## config.mk

```make
export PLATFORM = sky130hd
export DESIGN_NAME = mem_stage_sram_ctrl
export DESIGN_NICKNAME = d
export VERILOG_FILES = /design/src/rtl/mem_stage_sram_ctrl.sv
export SDC_FILE = /design/constraint.sdc
export NUM_CORES = 1
export LEC_CHECK = 0
export CAP_MARGIN = 20
export CORE_ASPECT_RATIO = 1.2
export CORE_MARGIN = 10
export CORE_UTILIZATION = 43
export DETAILED_ROUTE_END_ITERATION = 16
export HOLD_SLACK_MARGIN = 0.03
export PLACE_DENSITY_LB_ADDON = 0.12
export SLEW_MARGIN = 20
export SYNTH_ARGS = -nofsm -noshare
export SYNTH_HDL_FRONTEND = slang
export SYNTH_SLANG_ARGS = --single-unit
```

## constraint.sdc

```tcl
create_clock -name clk -period 1.82 [get_ports clk]
set_input_delay 0.546 -clock clk [delete_from_list [all_inputs] [get_ports clk]]
set_output_delay 0.546 -clock clk [all_outputs]
set_load 0.02 [all_outputs]
```

## src/rtl/mem_stage_sram_ctrl.sv

```systemverilog
// rtl/mem_stage_sram_ctrl.sv - MEM stage: 32-bit load/store over a 16-bit async SRAM as two half-word phases.
module mem_stage_sram_ctrl #(
  parameter logic [31:0] ADDR_BASE   = 32'd1024,
  parameter int          WAIT_CYCLES = 2
) (
  input  logic        clk,
  input  logic        rst,
  input  logic        MEM_R_EN,
  input  logic        MEM_W_EN,
  input  logic [31:0] ALU_result,
  input  logic [31:0] Val_Rm,
  output logic [31:0] mem_result,
  output logic        ready,
  output logic [17:0] SRAM_ADDR,
  output logic [15:0] SRAM_DQ_out,
  input  logic [15:0] SRAM_DQ_in,
  output logic        SRAM_DQ_oe,
  output logic        SRAM_WE_N
);

  typedef enum logic [1:0] {IDLE, LO, HI, DONE} state_t;

  localparam logic [3:0] LAST = 4'(WAIT_CYCLES - 1);

  state_t      state, state_nx;
  logic [3:0]  cnt, cnt_nx;
  logic [16:0] waddr_q, waddr_nx;
  logic [15:0] data_hi_q, data_hi_nx;
  logic        store_q, store_nx;
  logic [15:0] low_q, low_nx;
  logic [31:0] mem_result_nx;
  logic [17:0] addr_nx;
  logic [15:0] dq_nx;
  logic        we_n_nx, oe_nx;

  logic        req;
  logic        last;
  logic [16:0] req_waddr;

  assign req       = MEM_R_EN | MEM_W_EN;
  assign last      = (cnt == LAST);
  // Byte offset in 32-bit wrap-around; dropping off[1:0] and everything above bit 18.
  assign req_waddr = 17'((ALU_result - ADDR_BASE) >> 2);

  always_comb begin
    state_nx      = state;
    cnt_nx        = cnt;
    waddr_nx      = waddr_q;
    data_hi_nx    = data_hi_q;
    store_nx      = store_q;
    low_nx        = low_q;
    mem_result_nx = mem_result;
    addr_nx       = SRAM_ADDR;
    dq_nx         = SRAM_DQ_out;
    we_n_nx       = SRAM_WE_N;
    oe_nx         = SRAM_DQ_oe;
    ready         = 1'b0;
    case (state)
      IDLE: begin
        ready = ~req;
        if (req) begin
          state_nx   = LO;
          cnt_nx     = 4'd0;
          waddr_nx   = req_waddr;
          data_hi_nx = Val_Rm[31:16];
          store_nx   = MEM_W_EN;
          addr_nx    = {req_waddr, 1'b0};
          dq_nx      = Val_Rm[15:0];
          we_n_nx    = ~MEM_W_EN;
          oe_nx      = MEM_W_EN;
        end
      end
      LO: begin
        if (last) begin
          state_nx = HI;
          cnt_nx   = 4'd0;
          addr_nx  = {waddr_q, 1'b1};
          dq_nx    = data_hi_q;
          // One-clock WE_N high gap between the two half-word writes.
          we_n_nx  = 1'b1;
          if (!store_q) low_nx = SRAM_DQ_in;
        end else begin
          cnt_nx = cnt + 4'd1;
        end
      end
      HI: begin
        if (last) begin
          state_nx = DONE;
          cnt_nx   = 4'd0;
          we_n_nx  = 1'b1;
          oe_nx    = 1'b0;
          if (!store_q) mem_result_nx = {SRAM_DQ_in, low_q};
        end else begin
          cnt_nx  = cnt + 4'd1;
          we_n_nx = ~store_q;
        end
      end
      DONE: begin
        ready    = 1'b1;
        state_nx = IDLE;
      end
      default: state_nx = IDLE;
    endcase
  end

  always_ff @(posedge clk) begin
    if (!rst) begin
      state       <= IDLE;
      cnt         <= 4'd0;
      waddr_q     <= 17'd0;
      data_hi_q   <= 16'd0;
      store_q     <= 1'b0;
      low_q       <= 16'd0;
      mem_result  <= 32'h0;
      SRAM_ADDR   <= 18'd0;
      SRAM_DQ_out <= 16'd0;
      SRAM_WE_N   <= 1'b1;
      SRAM_DQ_oe  <= 1'b0;
    end else begin
      state       <= state_nx;
      cnt         <= cnt_nx;
      waddr_q     <= waddr_nx;
      data_hi_q   <= data_hi_nx;
      store_q     <= store_nx;
      low_q       <= low_nx;
      mem_result  <= mem_result_nx;
      SRAM_ADDR   <= addr_nx;
      SRAM_DQ_out <= dq_nx;
      SRAM_WE_N   <= we_n_nx;
      SRAM_DQ_oe  <= oe_nx;
    end
  end

endmodule
```

==> reports/results.ini <==
[status]
run_status=finished, violations left
violations=setup timing

[flow_run]
max-cap-violations=0

[clocking]
cts_hold_buf=0
clock_tree.buffer_depth=2
cts.htree.levels=4
tritoncts.num_buffers=17
clock_insertion_delay_at_the_later_pin_of_the_skew_report_ns=0.41
tritoncts=yes
cts.sinks=124
clk_transition_reported_paths_ns=0.06
cts.root.buffer_cell=clkbuf_16

[synth]
yosys_warnings=0
post_synth_instance_area_mm2=0.00514
synth_area_per_cell_um2=8.48
count_of_distinct_cell_types_in_the_synthesized_netlist=45
synthesis.nets=698
postSynthCellCount=606
ys_ff_latch=124
ys_dominant_reg_cell=dfxtp_1
synth.yosys.seq_area_share_pct=48.3
number_of_flops_mapped_to_enable_cells_by_yosys=0
ys_async_sr_fraction_pct=0

[cells_and_area]
synthToLayoutAreaGrowth_pct=56.5
proportion_of_layout_cells_with_a_drive_suffix_above_1_pct=22.8
final_area_mm2=0.00805
fillCellCount=930
finalNonFillerCells=963
number_of_inserted_diodes=0
most_common_cell_after_layout_fill_and_taps_aside=nand2_1
layout.cells.most_common_list=nand2_1 (162), dfxtp_1 (120), dlygate4sd2_1 (70), a21oi_1 (66), clkdlybuf4s50_1 (66)
layout.core_utilization_pct=69.2
net_total_in_the_final_layout=886

[timing]
timing.final.crit_period_ns=1.98
worst-slew-pin-transition_ns=0.456
timing.fmax_mhz=505
timing.final.hold_violations=0
post-route-period-util_pct=109
fin_worst_skew_ns=0.00882
timing.setup.tns_ns=-0.366
timing.max_slew.rel_slack_pct=69.6
final.setup.worst_slack_ns=-0.159
setup_viol_count_final=8
slew_violations=0
hold_slack_ns=0.448
rsz0062_at_grt=yes

[global_routing]
first_global_vias=4993
pin_count_of_the_biggest_net_entering_global_routing=46
antenna_found_initial=0
grt_remaining_overflow=0
grt.total_usage_pct=18.3
grt_pass1_wl_um=25100

[die]
die-height_um=140
start_util_pct=44.2
core-area_mm2=0.0116
rows=43
floorplan.die.width_um=120
floorplan.die_area_mm2=0.0167
io_pins=153

[detailed_routing]
drtIter0Drc=259
remaining_drc_errors=0
routed-via-count=4899
drt_wl_total_um=16300
wl_per_cell_um=16.9
pre_antenna_drt_iters=4
antenna_violating_nets_post_route=0
drt-vias-per-instance=5.09

[critical_path]
path_class=reg2out
crit_path_frequent_cell=nor2_2
crit_path_start_kind=flop
crit_path_top_delay_cell=dfxtp_2
timing.critical_path.max_delay_family=simple AND/OR/NAND/NOR gates
worstPathCellList=inv_2 -> ha_4 -> nor3b_4 -> nor2_2 -> nor2_2 -> buf_6
worst-endpoint-required_ns=1.27
crit_path_max_fanout=2
critical_path_arrival_ns=1.43
timing.critical_path.buf_inv=2
crit_path_end_kind=output pin
max_stage_delay_ns=0.32

[pwr]
power.share.combinational_pct=50.2
power.static_leakage_nw=3.31
clockPowerShare_pct=22.4
power.switching_fraction_pct=36.8
largest_voltage_drop_on_the_vdd_net_mv=1.03
power.density_mw_per_mm2=1670
net-switching-power_mw=4.93
cell_internal_pwr_mw=8.47
sequential_share_of_power_pct=27.4

[placement]
place_hpwl_um=10600
buffer_ports.inserted=137
gp_congestion=0.814
placedInstanceArea_mm2=0.00703
post-place-cells=908

[hold_path]
hold_crit_class=reg2reg

-- layout make-up --
class	instances	area, um2	area share, %
Tap cell	157	196	2.44
Clock buffer	21	460	5.72
Inverter	6	25.0	0.311
Clock inverter	10	68.8	0.855
Timing Repair Buffer	216	2140	26.6
Multi-Input combinational cell	429	2670	33.2
Sequential cell	124	2490	30.9
-- kinds of logic (layout without fill, tap and decap cells) --
logic type | count (synthesis) | count (layout) | share of synthesized area (%)
compound gates | 137 | 137 | 18.3
xor+xnor | 5 | 5 | 0.852
fa+ha+maj | 8 | 8 | 1.95
buf+inv | 53 | 253 | 4.31
flops | 124 | 124 | 48.3
mux | 30 | 30 | 5.87
simple gates | 249 | 249 | 20.4
-- power groups by stage --
| stage | registers (mW) | logic (mW) | clock network (mW) |
|---|---|---|---|
| 2_1_floorplan | 4.05 | 2.66 | 0 |
| 3_3_place_gp | 3.65 | 5.14 | 0 |
| 3_5_place_dp | 3.69 | 5.29 | 0 |
| 4_1_cts | 3.64 | 6.18 | 3.04 |
| 5_1_grt | 3.73 | 7.20 | 3.15 |
| 6_report | 3.67 | 6.72 | 3.01 |
-- sequential cells by signal (all words and copies together) (netlist names) --
signal / flops
data_hi_q: 16
mem_result: 32
SRAM_DQ_out: 16
waddr_q: 17
low_q: 16
SRAM_WE_N: 1
SRAM_ADDR: 18
state: 2
cnt: 4
store_q: 1
SRAM_DQ_oe: 1
-- synth_stat cells, types with 3 or more instances --
cell / number / area, um2
buf_4: 4 / 30.0
xnor2_1: 4 / 35.0
nand3_1: 3 / 15.0
o21ai_0: 13 / 65.1
nor2_1: 44 / 165
nand2b_1: 5 / 31.3
clkbuf_1: 36 / 135
a211oi_2: 24 / 300
ha_1: 8 / 100
mux2i_1: 29 / 290
nor2b_1: 5 / 31.3
dfxtp_1: 124 / 2480
nor3b_1: 5 / 37.5
buf_2: 6 / 30.0
and2_1: 4 / 25.0
inv_1: 6 / 22.5
nand2_1: 163 / 612
a21oi_1: 78 / 390
nor3_1: 8 / 40.0
a211oi_1: 5 / 37.5
-- metal layers --
layer | global-route usage (%) | wire [um]
met1 | 20.1 | 6720
met2 | 31.9 | 8390
met3 | 6.68 | 1050
met4 | 5.41 | 144
met5 | 0 | 0
-- through the flow --
stage,setup slack [ns],total power [mW]
floorplan,0.0141,6.71
global placement,-0.745,8.79
detailed placement,-0.729,8.98
CTS,-0.175,12.9
global route,-0.239,14.1
finish,-0.159,13.4
-- worst paths after layout --
path / from / to / slack (ns) / cells after the start
max reg2reg: cnt[1] / SRAM_ADDR[11] / -0.07 / 9
min: low_q[7] / mem_result[7] / 0.45 / 2
max: state[0] / ready / -0.16 / 6
min reg2reg: low_q[7] / mem_result[7] / 0.45 / 2
-- worst reg2reg max path, cell delays in order (launching register included) --
cell	delay, ns
dfxtp_2	0.32
inv_2	0.08
ha_4	0.14
or3b_4	0.39
a22oi_4	0.20
buf_12	0.17
buf_8	0.11
buf_8	0.11
mux2i_1	0.19
nor2_1	0.06
-- timing repair --
action	in CTS	in global routing
setup buffers	9	14
pin swaps	6	21
gates resized for setup	105	48
cloned	5	1
endpoints found under the setup margin	98	76
Note: power is estimated with default switching activity, not from simulation.
